### src/rtl/keypad_pkg.sv
// Shared types, key codes and decode helpers for the 4x4 keypad scanner.
package keypad_pkg;

    typedef enum logic [1:0] {
        StScan,
        StDebounce,
        StEmit,
        StWaitRel
    } state_e;

    localparam logic [3:0] KEY_A         = 4'd10;
    localparam logic [3:0] KEY_B         = 4'd11;
    localparam logic [3:0] KEY_C         = 4'd12;
    localparam logic [3:0] KEY_D         = 4'd13;
    localparam logic [3:0] KEY_STAR      = 4'd14;
    localparam logic [3:0] KEY_HASH      = 4'd15;
    localparam logic [3:0] KEY_CMD_LOCK  = 4'd9;
    localparam logic [3:0] KEY_CMD_REPRO = 4'd8;
    localparam logic [3:0] KEY_CANCEL    = 4'd7;

    function automatic logic [3:0] key_map(input logic [1:0] row, input logic [1:0] col);
        logic [3:0] code;
        case ({row, col})
            4'h0:    code = 4'd1;
            4'h1:    code = 4'd2;
            4'h2:    code = 4'd3;
            4'h3:    code = KEY_A;
            4'h4:    code = 4'd4;
            4'h5:    code = 4'd5;
            4'h6:    code = 4'd6;
            4'h7:    code = KEY_B;
            4'h8:    code = KEY_CANCEL;
            4'h9:    code = KEY_CMD_REPRO;
            4'hA:    code = KEY_CMD_LOCK;
            4'hB:    code = KEY_C;
            4'hC:    code = KEY_STAR;
            4'hD:    code = 4'd0;
            4'hE:    code = KEY_HASH;
            default: code = KEY_D;
        endcase
        return code;
    endfunction

    function automatic logic [3:0] col_drive(input logic [1:0] idx);
        return ~(4'b0001 << idx);
    endfunction

    // Ghosting and multi-key presses show up as more than one low row.
    function automatic logic single_low(input logic [3:0] rows);
        logic one;
        case (rows)
            4'b1110, 4'b1101, 4'b1011, 4'b0111: one = 1'b1;
            default:                            one = 1'b0;
        endcase
        return one;
    endfunction

    function automatic logic [1:0] low_index(input logic [3:0] rows);
        logic [1:0] idx;
        case (rows)
            4'b1101: idx = 2'd1;
            4'b1011: idx = 2'd2;
            4'b0111: idx = 2'd3;
            default: idx = 2'd0;
        endcase
        return idx;
    endfunction

endpackage

### src/rtl/keypad_row_sync.sv
// Two-flop synchronizer for the asynchronous keypad row inputs; idles at all-high.
module keypad_row_sync (
    input  logic       clk,
    input  logic       resetN,
    input  logic [3:0] rows_n,
    output logic [3:0] rs
);

    logic [3:0] meta_q;
    logic [3:0] rs_q;

    always_ff @(posedge clk or negedge resetN) begin
        if (!resetN) begin
            meta_q <= 4'b1111;
            rs_q   <= 4'b1111;
        end else begin
            meta_q <= rows_n;
            rs_q   <= meta_q;
        end
    end

    assign rs = rs_q;

endmodule

### src/rtl/keypad_scanner.sv
// 4x4 matrix keypad scanner: column scan, debounce, one rdy pulse per accepted press.
module keypad_scanner
    import keypad_pkg::*;
#(
    parameter int unsigned SCAN_DIV = 1000,
    parameter int unsigned DEBOUNCE = 50000
) (
    input  logic       clk,
    input  logic       resetN,
    input  logic [3:0] rows_n,
    output logic [3:0] col_n,
    output logic [3:0] keypress,
    output logic       rdy,
    output logic       key_held
);

    localparam int unsigned DwellW = (SCAN_DIV > 1) ? $clog2(SCAN_DIV) : 1;
    localparam int unsigned DebW   = (DEBOUNCE > 1) ? $clog2(DEBOUNCE) : 1;
    localparam logic [DwellW-1:0] DwellLast = DwellW'(SCAN_DIV - 1);
    localparam logic [DebW-1:0]   DebLast   = DebW'(DEBOUNCE - 1);

    logic [3:0] rs;

    keypad_row_sync u_row_sync (
        .clk    (clk),
        .resetN (resetN),
        .rows_n (rows_n),
        .rs     (rs)
    );

    state_e            state_q, state_d;
    logic [DwellW-1:0] dwell_q, dwell_d;
    logic [DebW-1:0]   deb_q, deb_d;
    logic [1:0]        col_idx_q, col_idx_d;
    logic [1:0]        row_idx_q, row_idx_d;
    logic [3:0]        pattern_q, pattern_d;
    logic [3:0]        col_n_q, col_n_d;
    logic [3:0]        keypress_q, keypress_d;
    logic              rdy_q, rdy_d;
    logic              key_held_q, key_held_d;

    always_ff @(posedge clk or negedge resetN) begin
        if (!resetN) begin
            state_q    <= StScan;
            dwell_q    <= '0;
            deb_q      <= '0;
            col_idx_q  <= 2'd0;
            row_idx_q  <= 2'd0;
            pattern_q  <= 4'b1111;
            col_n_q    <= 4'b1110;
            keypress_q <= 4'd0;
            rdy_q      <= 1'b0;
            key_held_q <= 1'b0;
        end else begin
            state_q    <= state_d;
            dwell_q    <= dwell_d;
            deb_q      <= deb_d;
            col_idx_q  <= col_idx_d;
            row_idx_q  <= row_idx_d;
            pattern_q  <= pattern_d;
            col_n_q    <= col_n_d;
            keypress_q <= keypress_d;
            rdy_q      <= rdy_d;
            key_held_q <= key_held_d;
        end
    end

    always_comb begin
        state_d    = state_q;
        dwell_d    = dwell_q;
        deb_d      = deb_q;
        col_idx_d  = col_idx_q;
        row_idx_d  = row_idx_q;
        pattern_d  = pattern_q;
        col_n_d    = col_n_q;
        keypress_d = keypress_q;
        rdy_d      = 1'b0;
        key_held_d = key_held_q;

        unique case (state_q)
            StScan: begin
                if (dwell_q == DwellLast) begin
                    dwell_d = '0;
                    if (single_low(rs)) begin
                        // Column stays frozen while the candidate key is debounced.
                        row_idx_d = low_index(rs);
                        pattern_d = rs;
                        deb_d     = '0;
                        state_d   = StDebounce;
                    end else begin
                        col_idx_d = col_idx_q + 2'd1;
                        col_n_d   = col_drive(col_idx_q + 2'd1);
                    end
                end else begin
                    dwell_d = dwell_q + DwellW'(1);
                end
            end

            StDebounce: begin
                if (rs == pattern_q) begin
                    if (deb_q == DebLast) begin
                        keypress_d = key_map(row_idx_q, col_idx_q);
                        rdy_d      = 1'b1;
                        key_held_d = 1'b1;
                        deb_d      = '0;
                        state_d    = StEmit;
                    end else begin
                        deb_d = deb_q + DebW'(1);
                    end
                end else begin
                    dwell_d = '0;
                    state_d = StScan;
                end
            end

            StEmit: begin
                deb_d   = '0;
                state_d = StWaitRel;
            end

            StWaitRel: begin
                // Any low row, including a different key, restarts the release count.
                if (rs == 4'b1111) begin
                    if (deb_q == DebLast) begin
                        key_held_d = 1'b0;
                        deb_d      = '0;
                        dwell_d    = '0;
                        col_idx_d  = col_idx_q + 2'd1;
                        col_n_d    = col_drive(col_idx_q + 2'd1);
                        state_d    = StScan;
                    end else begin
                        deb_d = deb_q + DebW'(1);
                    end
                end else begin
                    deb_d = '0;
                end
            end

            default: begin
                state_d = StScan;
            end
        endcase
    end

    assign col_n    = col_n_q;
    assign keypress = keypress_q;
    assign rdy      = rdy_q;
    assign key_held = key_held_q;

endmodule

### config.mk
export PLATFORM = sky130hd
export DESIGN_NAME = keypad_scanner
export DESIGN_NICKNAME = d
export VERILOG_FILES = /design/src/rtl/keypad_pkg.sv /design/src/rtl/keypad_row_sync.sv /design/src/rtl/keypad_scanner.sv
export SDC_FILE = /design/constraint.sdc
export NUM_CORES = 1
export LEC_CHECK = 0
export BUFFER_PORTS_ARGS = -buffer_cell sky130_fd_sc_hd__clkbuf_2
export CORE_ASPECT_RATIO = 1.1
export CORE_MARGIN = 1.5
export CORE_UTILIZATION = 60
export DETAILED_ROUTE_END_ITERATION = 10
export PLACE_DENSITY = 0.82
export SLEW_MARGIN = 15
export SYNTH_ARGS = -nofsm -noshare
export SYNTH_HDL_FRONTEND = slang
export SYNTH_SLANG_ARGS = --single-unit
### constraint.sdc
create_clock -name clk -period 3.8 [get_ports clk]
set_clock_uncertainty 0.05 [all_clocks]
set_input_delay 0.38 -clock clk [delete_from_list [all_inputs] [get_ports clk]]
set_output_delay 0.38 -clock clk [all_outputs]
set_load 0.05 [all_outputs]
==> impl_metrics.tcl, run 1 <==
set metrics [dict create \
    maxSlewHeadroom_pct 45.4 \
    rows 26 \
    clk_latency_ps 310 \
    ys_seq_area_share_pct 47.1 \
    synth_edf_count 0 \
    p_leak_nw 1.36 \
    io_pins 16 \
    total_power_mw 0.924 \
    ir_worst_vdd_mv 0.248 \
    fin_crit_ps 2180 \
    crit_fanout 12 \
    fmax_mhz 459 \
    worst_slew_pin_slew_ps 813 \
    crit_chain "nand4bb_1, nor3_2, nand3_1, nand2_1, a31oi_1" \
    slew_violations 0 \
    initial_core_util_pct 62.5 \
    place.gp.congestion 0.875 \
    synth_area_um2 2910 \
    hold_start "rows_n[2]" \
    startpoint_type "register" \
    drive_above_1_share_pct 21.0 \
    reg2reg_slack_ps 1620 \
    setup_violations 0 \
    syn_area_per_cell_um2 10.7 \
    grt_max_degree 33 \
    finalCritPeriodShare_pct 57.4 \
    worstPathRequired_ps 3920 \
    route.met3.wl_um 180 \
    dieHeight_um 76.0 \
    wl_met1_um 2310 \
    syn_nets 287 \
    clock_sinks 54 \
    hold_violations 0 \
    route.detailed.drc 0 \
    min_path_type "in -> reg" \
    netlist.area_leader.share_pct 33.6 \
    vias 2127 \
    synth_top_area_cell "dfrtp_1" \
    outcome "finished clean" \
    dr.pass1.iters 4 \
    cts_inserted_buffers 5 \
    die-area_um2 5270 \
    grt.total_usage_pct 21.7 \
    ys.flop_type "dfrtp_1" \
    setup_ws_ps 1620 \
    rr_startpoint "dwell_q[4]" \
    slowest_stage "dfrtp_1" \
    top_layer_used "met4" \
    cts_buffer_depth 2 \
    r2r_cells 5 \
    async_flop_share_pct 100 \
    routedWlPerCell_um 15.3 \
    r2r_end "deb_q[5]" \
    hpwl_um 3710 \
    cts_tree "done" \
    diodes 0 \
    vias_per_cell 6.22 \
    grt.overflow.total 0 \
    cap_violations 0 \
    rsz0062_at_grt "false" \
    antenna_found_initial 0 \
    first_iter_violations 160 \
    synth_common_cells "dfrtp_1 (39), a31oi_1 (23), nand2_1 (20)" \
    root_buffer "clkbuf_8" \
    core_area_um2 4650 \
    critPathArrivalTime_ps 2300 \
    grt_pass1_vias 2127 \
    layout.nets 299 \
    wl_met2_um 2690 \
    synthToLayoutAreaGrowth_pct 5.94 \
    fin_tns_setup_ps 0 \
    h-tree-depth 2 \
    portBuffers 15 \
    die-width_um 69.4 \
    whs_endpoint "u_row_sync.meta_q[2]" \
    clkTransAtPathRegs_ps 90 \
    dp_slack_ps 1670 \
    ant_nets 0 \
    synth.most_common_cell "dfrtp_1" \
    critPathKind "reg -> reg" \
    synthCells 273 \
    postRouteWirelength_um 5220 \
    ys_ff_latch 54 \
    grt_pass1_wl_um 9400 \
    ys_warn_count 0 \
    p_per_area_nw_per_um2 300 \
    min_path_cells 1 \
    synth_area_leaders "dfrtp_1 (34%), dfstp_2 (14%), a31oi_1 (4.9%), ha_1 (3.4%), mux2_4 (2.6%)" \
    synthDistinctLibCells 59 \
    crit_path_end_kind "register" \
    slowest_delay_ps 440 \
]
[how the worst max path moves through the flow]
stage	from	endpoint	slack, ps	cells after the start
finish	dwell_q[4]	deb_q[5]	1620	5
global route	dwell_q[0]	deb_q[13]	1440	6
CTS	u_row_sync.rs[2]	keypress[1]	1650	5
detailed placement	u_row_sync.rs[2]	keypress[1]	1670	5
global placement	u_row_sync.rs[2]	keypress[0]	1700	5
floorplan	deb_q[0]	col_idx_q[1]	1710	8
[layout make-up]
class,count,area (um2)
Fill cell,371,1570
Multi-Input combinational cell,195,1420
Sequential cell,54,1370
Timing Repair Buffer,18,100
Clock buffer,7,76.3
Tap cell,56,70.1
Inverter,11,41.3
Clock inverter,1,6.26
[power by group]
part	internal [mW]	total, mW	switching (mW)
clock	0.131	0.312	0.181
sequential	0.583	0.588	0.00518
combinational	0.00759	0.0236	0.0160
[cell usage in the layout, fill, tap and decap left out, drive strengths merged, types with 3 or more instances in the layout]
| master | count |
|---|---|
| a21o | 4 |
| a21oi | 10 |
| a22o | 3 |
| a31oi | 24 |
| a41oi | 4 |
| and3 | 10 |
| clkbuf | 22 |
| dfrtp | 39 |
| dfstp | 15 |
| ha | 8 |
| inv | 12 |
| mux2 | 11 |
| mux2i | 6 |
| nand2 | 20 |
| nand3 | 12 |
| nand4 | 5 |
| nor2 | 13 |
| nor3 | 5 |
| nor3b | 3 |
| o21ai | 11 |
| o22ai | 3 |
| or3 | 6 |
| xnor2 | 3 |
| xor2 | 5 |
[flip-flops by register name, summed over array words and instances (netlist names), named ones only]
signal,count
col_idx_q,2
col_n,4
deb_q,16
dwell_q,10
key_held,1
keypress,4
pattern_q,4
rdy,1
row_idx_q,2
state_q,1
u_row_sync.meta_q,4
u_row_sync.rs,4
[cells by family (layout without fill, tap and decap cells)]
| kind of cell | Yosys count | in the layout | share of synthesized area (%) |
|---|---|---|---|
| AND/OR/NAND/NOR | 88 | 88 | 17.9 |
| AO/OA/AOI/OAI | 74 | 74 | 17.7 |
| flip-flops | 54 | 54 | 47.1 |
| buffers and inverters | 24 | 37 | 4.17 |
| multiplexers | 17 | 17 | 6.97 |
| adder cells (fa/ha/maj) | 8 | 8 | 3.44 |
| XOR/XNOR | 8 | 8 | 2.67 |
[through the flow]
stage                     area, um2  hold WS, ps  util, %  cells
after global routing           3080         81.8     66.2    342
after global placement         2990          295     64.2    333
final                          3080          101     66.2    342
after floorplan                2910         34.4        -    273
after detailed placement       2990          297     64.2    333
after CTS                      3080         90.5     66.2    342
[timing repair]
action | CTS | global route
hold buffers | 1 | 0
gates resized for setup | 0 | 0
setup buffers | 0 | 0
endpoints found under the hold margin | 5 | 0
[routing by layer]
metal | vias up | GRT usage (%)
li1 | 1043 | -
met1 | 1035 | 28.6
met2 | 45 | 35.9
met3 | 4 | 4.37
met4 | 0 | 7.45
met5 | - | 0
[critical path, delay by kind of cell (launching register included)]
kind	cells	cell delay (ps)
AOI/OAI and AO/OA	1	160
DFF	1	440
and+or+nand+nor	4	1380
No activity file was read; power rests on OpenSTA's default activity.
==> inputs of run 2 (changes only) <==
--- a/config.mk
+++ b/config.mk
@@ -8,9 +8,9 @@
 export BUFFER_PORTS_ARGS = -buffer_cell sky130_fd_sc_hd__clkbuf_2
 export CORE_ASPECT_RATIO = 1.1
 export CORE_MARGIN = 1.5
-export CORE_UTILIZATION = 60
+export CORE_UTILIZATION = 55
 export DETAILED_ROUTE_END_ITERATION = 10
-export PLACE_DENSITY = 0.82
+export PLACE_DENSITY = 0.79
 export SLEW_MARGIN = 15
 export SYNTH_ARGS = -nofsm -noshare
 export SYNTH_HDL_FRONTEND = slang
==> constraint.sdc (replaced) <==
create_clock -name clk -period 1.9 [get_ports clk]
set_clock_uncertainty 0.05 [all_clocks]
set_input_delay 0.19 -clock clk [delete_from_list [all_inputs] [get_ports clk]]
set_output_delay 0.19 -clock clk [all_outputs]
set_load 0.05 [all_outputs]
==> run 2 against run 1 <==
Against the previous run: the run now ends with setup timing left; global-route usage up 1.0 points; worst hold slack better by 210 ps; first-iteration DRC count down 42%; power up 120%; final cell count up 16%; utilization up 9.1 points; sequential share of layout area down 8.3 points; critical path depth up 3; routed wire length up 32%; register-to-register slack worse by 1700 ps; largest cell class unchanged.
==> impl_metrics.tcl, run 2 (synthesis gave the netlist of run 1 again) <==
set metrics [dict create \
    critPathBufInv 3 \
    synthToLayoutAreaGrowth_pct 30.4 \
    diodes 0 \
    clkTransAtPathRegs_ps 100 \
    fin_crit_ps 1950 \
    rr_startpoint "u_row_sync.rs[2]" \
    outcome "complete, but fails checks" \
    io_pins 16 \
    startpoint_type "register" \
    total_power_mw 1.99 \
    clk_latency_ps 310 \
    drive_above_1_share_pct 40.4 \
    cts_inserted_buffers 5 \
    h-tree-depth 2 \
    grt_pass1_wl_um 10300 \
    postRouteWirelength_um 6870 \
    hold-worst-slack_ps 311 \
    finalCritPeriodShare_pct 103 \
    violations "setup timing" \
    top_register "deb_q" \
    r2r_end "deb_q[1]" \
    antenna_found_initial 0 \
    route.detailed.drc 0 \
    reg2reg_slack_ps -50 \
    fin_tns_setup_ps -177 \
    critPathArrivalTime_ps 2120 \
    dp_slack_ps -4.82 \
    grt_pass1_vias 2328 \
    critPathKind "reg -> reg" \
    maxSlewHeadroom_pct 55.4 \
    grt.overflow.total 0 \
    crit_path_end_kind "register" \
    cts_buffer_depth 2 \
    ant_nets 0 \
    final_common_cell "dfrtp_1" \
    hold_violations 0 \
    first_iter_violations 93 \
    whs_endpoint "u_row_sync.rs[3]" \
    core_area_um2 5030 \
    vias_per_cell 6.23 \
    fmax_mhz 512 \
    cap_violations 0 \
    cp_common_cell "buf_6" \
    p_leak_nw 1.69 \
    largest_reg_flops 16 \
    rsz0062_at_grt "true" \
    crit_fanout 4 \
    routedWlPerCell_um 17.3 \
    vias 2473 \
    fillers 326 \
    seqCellArea_um2 1370 \
    hpwl_um 4200 \
    critPathTopFamily "flip-flops" \
    rows 27 \
    layout.nets 352 \
    die-width_um 72.3 \
    dieHeight_um 79.3 \
    portBuffers 15 \
    multi_input_area_um2 1620 \
    setup_violations 9 \
    r2r_cells 8 \
    initial_core_util_pct 57.8 \
    worst_slew_pin_slew_ps 669 \
    root_buffer "clkbuf_8" \
    hold_start "u_row_sync.meta_q[3]" \
    p_per_area_nw_per_um2 526 \
    final_cell_mix "dfrtp_1 (39), buf_4 (34), a31oi_1 (19)" \
    dr.pass1.iters 4 \
    min_path_cells 0 \
    reg.largest.list "deb_q x16, dwell_q x10" \
    worstPathRequired_ps 2060 \
    place_inst 377 \
    clock_sinks 54 \
    grt_max_degree 55 \
    slew_violations 0 \
    min_path_type "reg -> reg" \
    slowest_delay_ps 570 \
    place.gp.congestion 0.829 \
    die-area_um2 5730 \
    slowest_stage "dfstp_2" \
    setup_ws_ps -54.7 \
    crit_chain "buf_6, xor2_4, nor3_4, buf_12, a31oi_4, buf_6, and3_4, a31o_1" \
    grt.total_usage_pct 22.7 \
    ir_worst_vdd_mv 0.797 \
    finalNonFillerCells 397 \
    cts_tree "done" \
]
==> run 2: cell types whose count changed in the layout (fill, tap and decap cells not counted), sizes merged <==
cell and change:
clkinv +1, buf +48, a31o +1, dlygate4sd3 +4
clkbuf -1
==> run 2: report_power, final <==
part / switching, mW / internal, mW
logic: 0.0469 / 0.0389
registers: 0.00776 / 1.17
clock network: 0.392 / 0.343
==> run 2: worst max-delay path by stage <==
stage,endpoint,cells past startpoint,from,slack (ps)
6_report,deb_q[1],8,u_row_sync.rs[2],-50
5_1_grt,dwell_q[6],9,dwell_q[0],-130
4_1_cts,col_idx_q[1],6,u_row_sync.rs[2],-20
3_5_place_dp,deb_q[9],7,u_row_sync.rs[2],-5
3_3_place_gp,keypress[2],5,deb_q[10],10
2_1_floorplan,col_idx_q[1],8,deb_q[0],-100
==> run 2: area by class of cell <==
cell class	instances	share of cell area (%)
Sequential cell	54	36.1
Clock buffer	6	2.47
Timing Repair Buffer	70	15.3
Clock inverter	2	0.363
Tap cell	58	1.91
Inverter	11	1.09
Multi-Input combinational cell	196	42.7
==> run 2: stage by stage <==
| step | utilization [%] | instance area, um2 |
|---|---|---|
| 2_1_floorplan | - | 2930 |
| 3_3_place_gp | 66.5 | 3350 |
| 3_5_place_dp | 66.5 | 3350 |
| 4_1_cts | 70.6 | 3550 |
| 5_1_grt | 75.3 | 3790 |
| 6_report | 75.3 | 3790 |
==> run 2: what timing repair did <==
action	CTS	global route
endpoints found under the setup margin	15	36
endpoints found under the hold margin	43	0
gates resized for setup	8	40
gates cloned	0	2
hold buffers	5	0
setup buffers	1	4
pin swaps	3	16
==> run 2: layer usage <==
metal  share of wire (%)  global-route usage (%)  vias up
met1                  42                    27.7     1216
met3                 3.7                    3.43       26
met5                   0                       0        -
met2                  52                    40.8       73
li1                    -                       -     1158
met4                 3.1                    7.55        0
==> inputs of run 3 (changes only) <==
--- a/config.mk
+++ b/config.mk
@@ -5,7 +5,7 @@
 export SDC_FILE = /design/constraint.sdc
 export NUM_CORES = 1
 export LEC_CHECK = 0
-export BUFFER_PORTS_ARGS = -buffer_cell sky130_fd_sc_hd__clkbuf_2
+export BUFFER_PORTS_ARGS = -buffer_cell sky130_fd_sc_hd__buf_2
 export CORE_ASPECT_RATIO = 1.1
 export CORE_MARGIN = 1.5
 export CORE_UTILIZATION = 55
==> run 3 against run 2 <==
Against the previous run: the flow still finishes with violations (setup timing); sequential power barely moved; maximum frequency shrank 0.61%; sequential share of layout area rose by 1.2 points; final cell count fell by 0.25%; routed wire length shrank 1.3%; via count shrank 0.20%; cell area shrank 3.1%; flip-flop and latch count unchanged; non-clock buffer count did not move; critical endpoint is now col_idx_q[1]; highest routed layer unchanged.
==> impl_metrics.tcl, run 3 (synthesis gave the netlist of run 1 again) <==
set metrics [dict create \
    r2r_cells 6 \
    rows 27 \
    route.detailed.drc 0 \
    drive_above_1_share_pct 37.0 \
    worst_slew_pin_slew_ps 667 \
    hold_violations 0 \
    reg2reg_slack_ps -70 \
    fin_tns_setup_ps -260 \
    grt.total_usage_pct 24.0 \
    fin_crit_ps 1970 \
    dieHeight_um 79.3 \
    grt.overflow.total 0 \
    routedWlPerCell_um 17.1 \
    crit_path_end_kind "register" \
    die-width_um 72.3 \
    h-tree-depth 2 \
    reg.largest.list "deb_q x16, dwell_q x10" \
    setup_ws_ps -66.7 \
    fillers 370 \
    dp_slack_ps -45.8 \
    cts_inserted_buffers 5 \
    vias 2468 \
    total_power_mw 1.98 \
    cap_violations 0 \
    rsz0062_at_grt "true" \
    first_iter_violations 183 \
    postRouteWirelength_um 6780 \
    layout.nets 351 \
    fmax_mhz 508 \
    cts_buffer_depth 2 \
    placed_cell_area_um2 3350 \
    final_cell_area_um2 3670 \
    setup_violations 6 \
    finish.utilization_pct 73.0 \
    grt_pass1_wl_um 10700 \
    final_cell_mix "dfrtp_1 (39), buf_4 (39), a31oi_1 (23)" \
    crit_chain "buf_6, nand2_4, o211ai_1, and3b_2, a21oi_4, mux2_4" \
    slowest_delay_ps 590 \
    grt_pass1_vias 2361 \
    grt_max_degree 30 \
    violations "setup timing" \
    cts_tree "done" \
    slew_violations 0 \
    whs_endpoint "u_row_sync.rs[3]" \
    diodes 0 \
    io_pins 16 \
    dr.pass1.iters 5 \
    place.gp.congestion 0.896 \
    place_inst 378 \
    critPathKind "reg -> reg" \
    antenna_found_initial 0 \
    worstPathRequired_ps 2060 \
    hold-worst-slack_ps 309 \
    finalCritPeriodShare_pct 104 \
    vias_per_cell 6.23 \
    portBuffers 15 \
    top_register "deb_q" \
    p_per_area_nw_per_um2 539 \
    min_path_cells 0 \
    initial_core_util_pct 57.8 \
    p_leak_nw 1.67 \
    clock_sinks 54 \
    core_area_um2 5030 \
    synthToLayoutAreaGrowth_pct 26.4 \
    clkTransAtPathRegs_ps 90 \
    r2r_end "col_idx_q[1]" \
    slowest_stage "dfstp_2" \
    hpwl_um 4550 \
    clk_latency_ps 320 \
    outcome "complete, but fails checks" \
    die-area_um2 5730 \
    min_path_type "reg -> reg" \
    ir_worst_vdd_mv 0.392 \
    largest_reg_flops 16 \
    root_buffer "clkbuf_8" \
    hold_start "u_row_sync.meta_q[3]" \
    rr_startpoint "u_row_sync.rs[0]" \
    finalNonFillerCells 396 \
    startpoint_type "register" \
    crit_fanout 5 \
    ant_nets 0 \
    critPathArrivalTime_ps 2130 \
    maxSlewHeadroom_pct 55.5 \
]
run 3: metal layers:
metal / wire [um] / track usage [%] / vias to the layer above
met2: 3610 / 43.1 / 82
met3: 305 / 4.82 / 17
met5: 0 / 0 / -
met4: 189 / 8.68 / 0
met1: 2680 / 28.2 / 1216
li1: - / - / 1153
run 3: what timing repair did:
| item | 4_1_cts | 5_1_grt |
|---|---|---|
| cloned | 1 | 1 |
| endpoints found under the hold margin | 17 | 0 |
| resized for setup | 5 | 26 |
| setup buffers | 1 | 2 |
| pin swaps | 1 | 13 |
| endpoints found under the setup margin | 15 | 29 |
| hold buffers | 5 | 0 |
run 3: worst max path at each step:
stage	start	to	slack (ps)
finish	u_row_sync.rs[0]	col_idx_q[1]	-70
global placement	deb_q[10]	keypress[2]	20
floorplan	deb_q[0]	col_idx_q[1]	-100
CTS	u_row_sync.rs[0]	col_n[3]	-20
global route	u_row_sync.rs[0]	col_n[2]	-130
detailed placement	deb_q[10]	keypress[1]	-50
run 3: cell type report:
class / instances / area, um2 / area share [%]
tap: 58 / 72.6 / 1.97
sequential: 54 / 1370 / 37.3
clock buffer: 7 / 96.3 / 2.62
multi-input combinational: 195 / 1530 / 41.5
timing repair buffer: 70 / 559 / 15.2
inverter: 11 / 41.3 / 1.12
clock inverter: 1 / 8.76 / 0.238
run 3: critical path, delay by kind of cell, from the launching register on:
family / cells / cell delay, ps
buffers and inverters: 1 / 130
AOI/OAI and AO/OA: 2 / 470
and+or+nand+nor: 2 / 310
muxes: 1 / 310
DFF: 1 / 590
run 3: where the power goes:
| part | internal [mW] | switching, mW |
|---|---|---|
| clock network | 0.335 | 0.391 |
| logic | 0.0337 | 0.0429 |
| registers | 1.17 | 0.0110 |
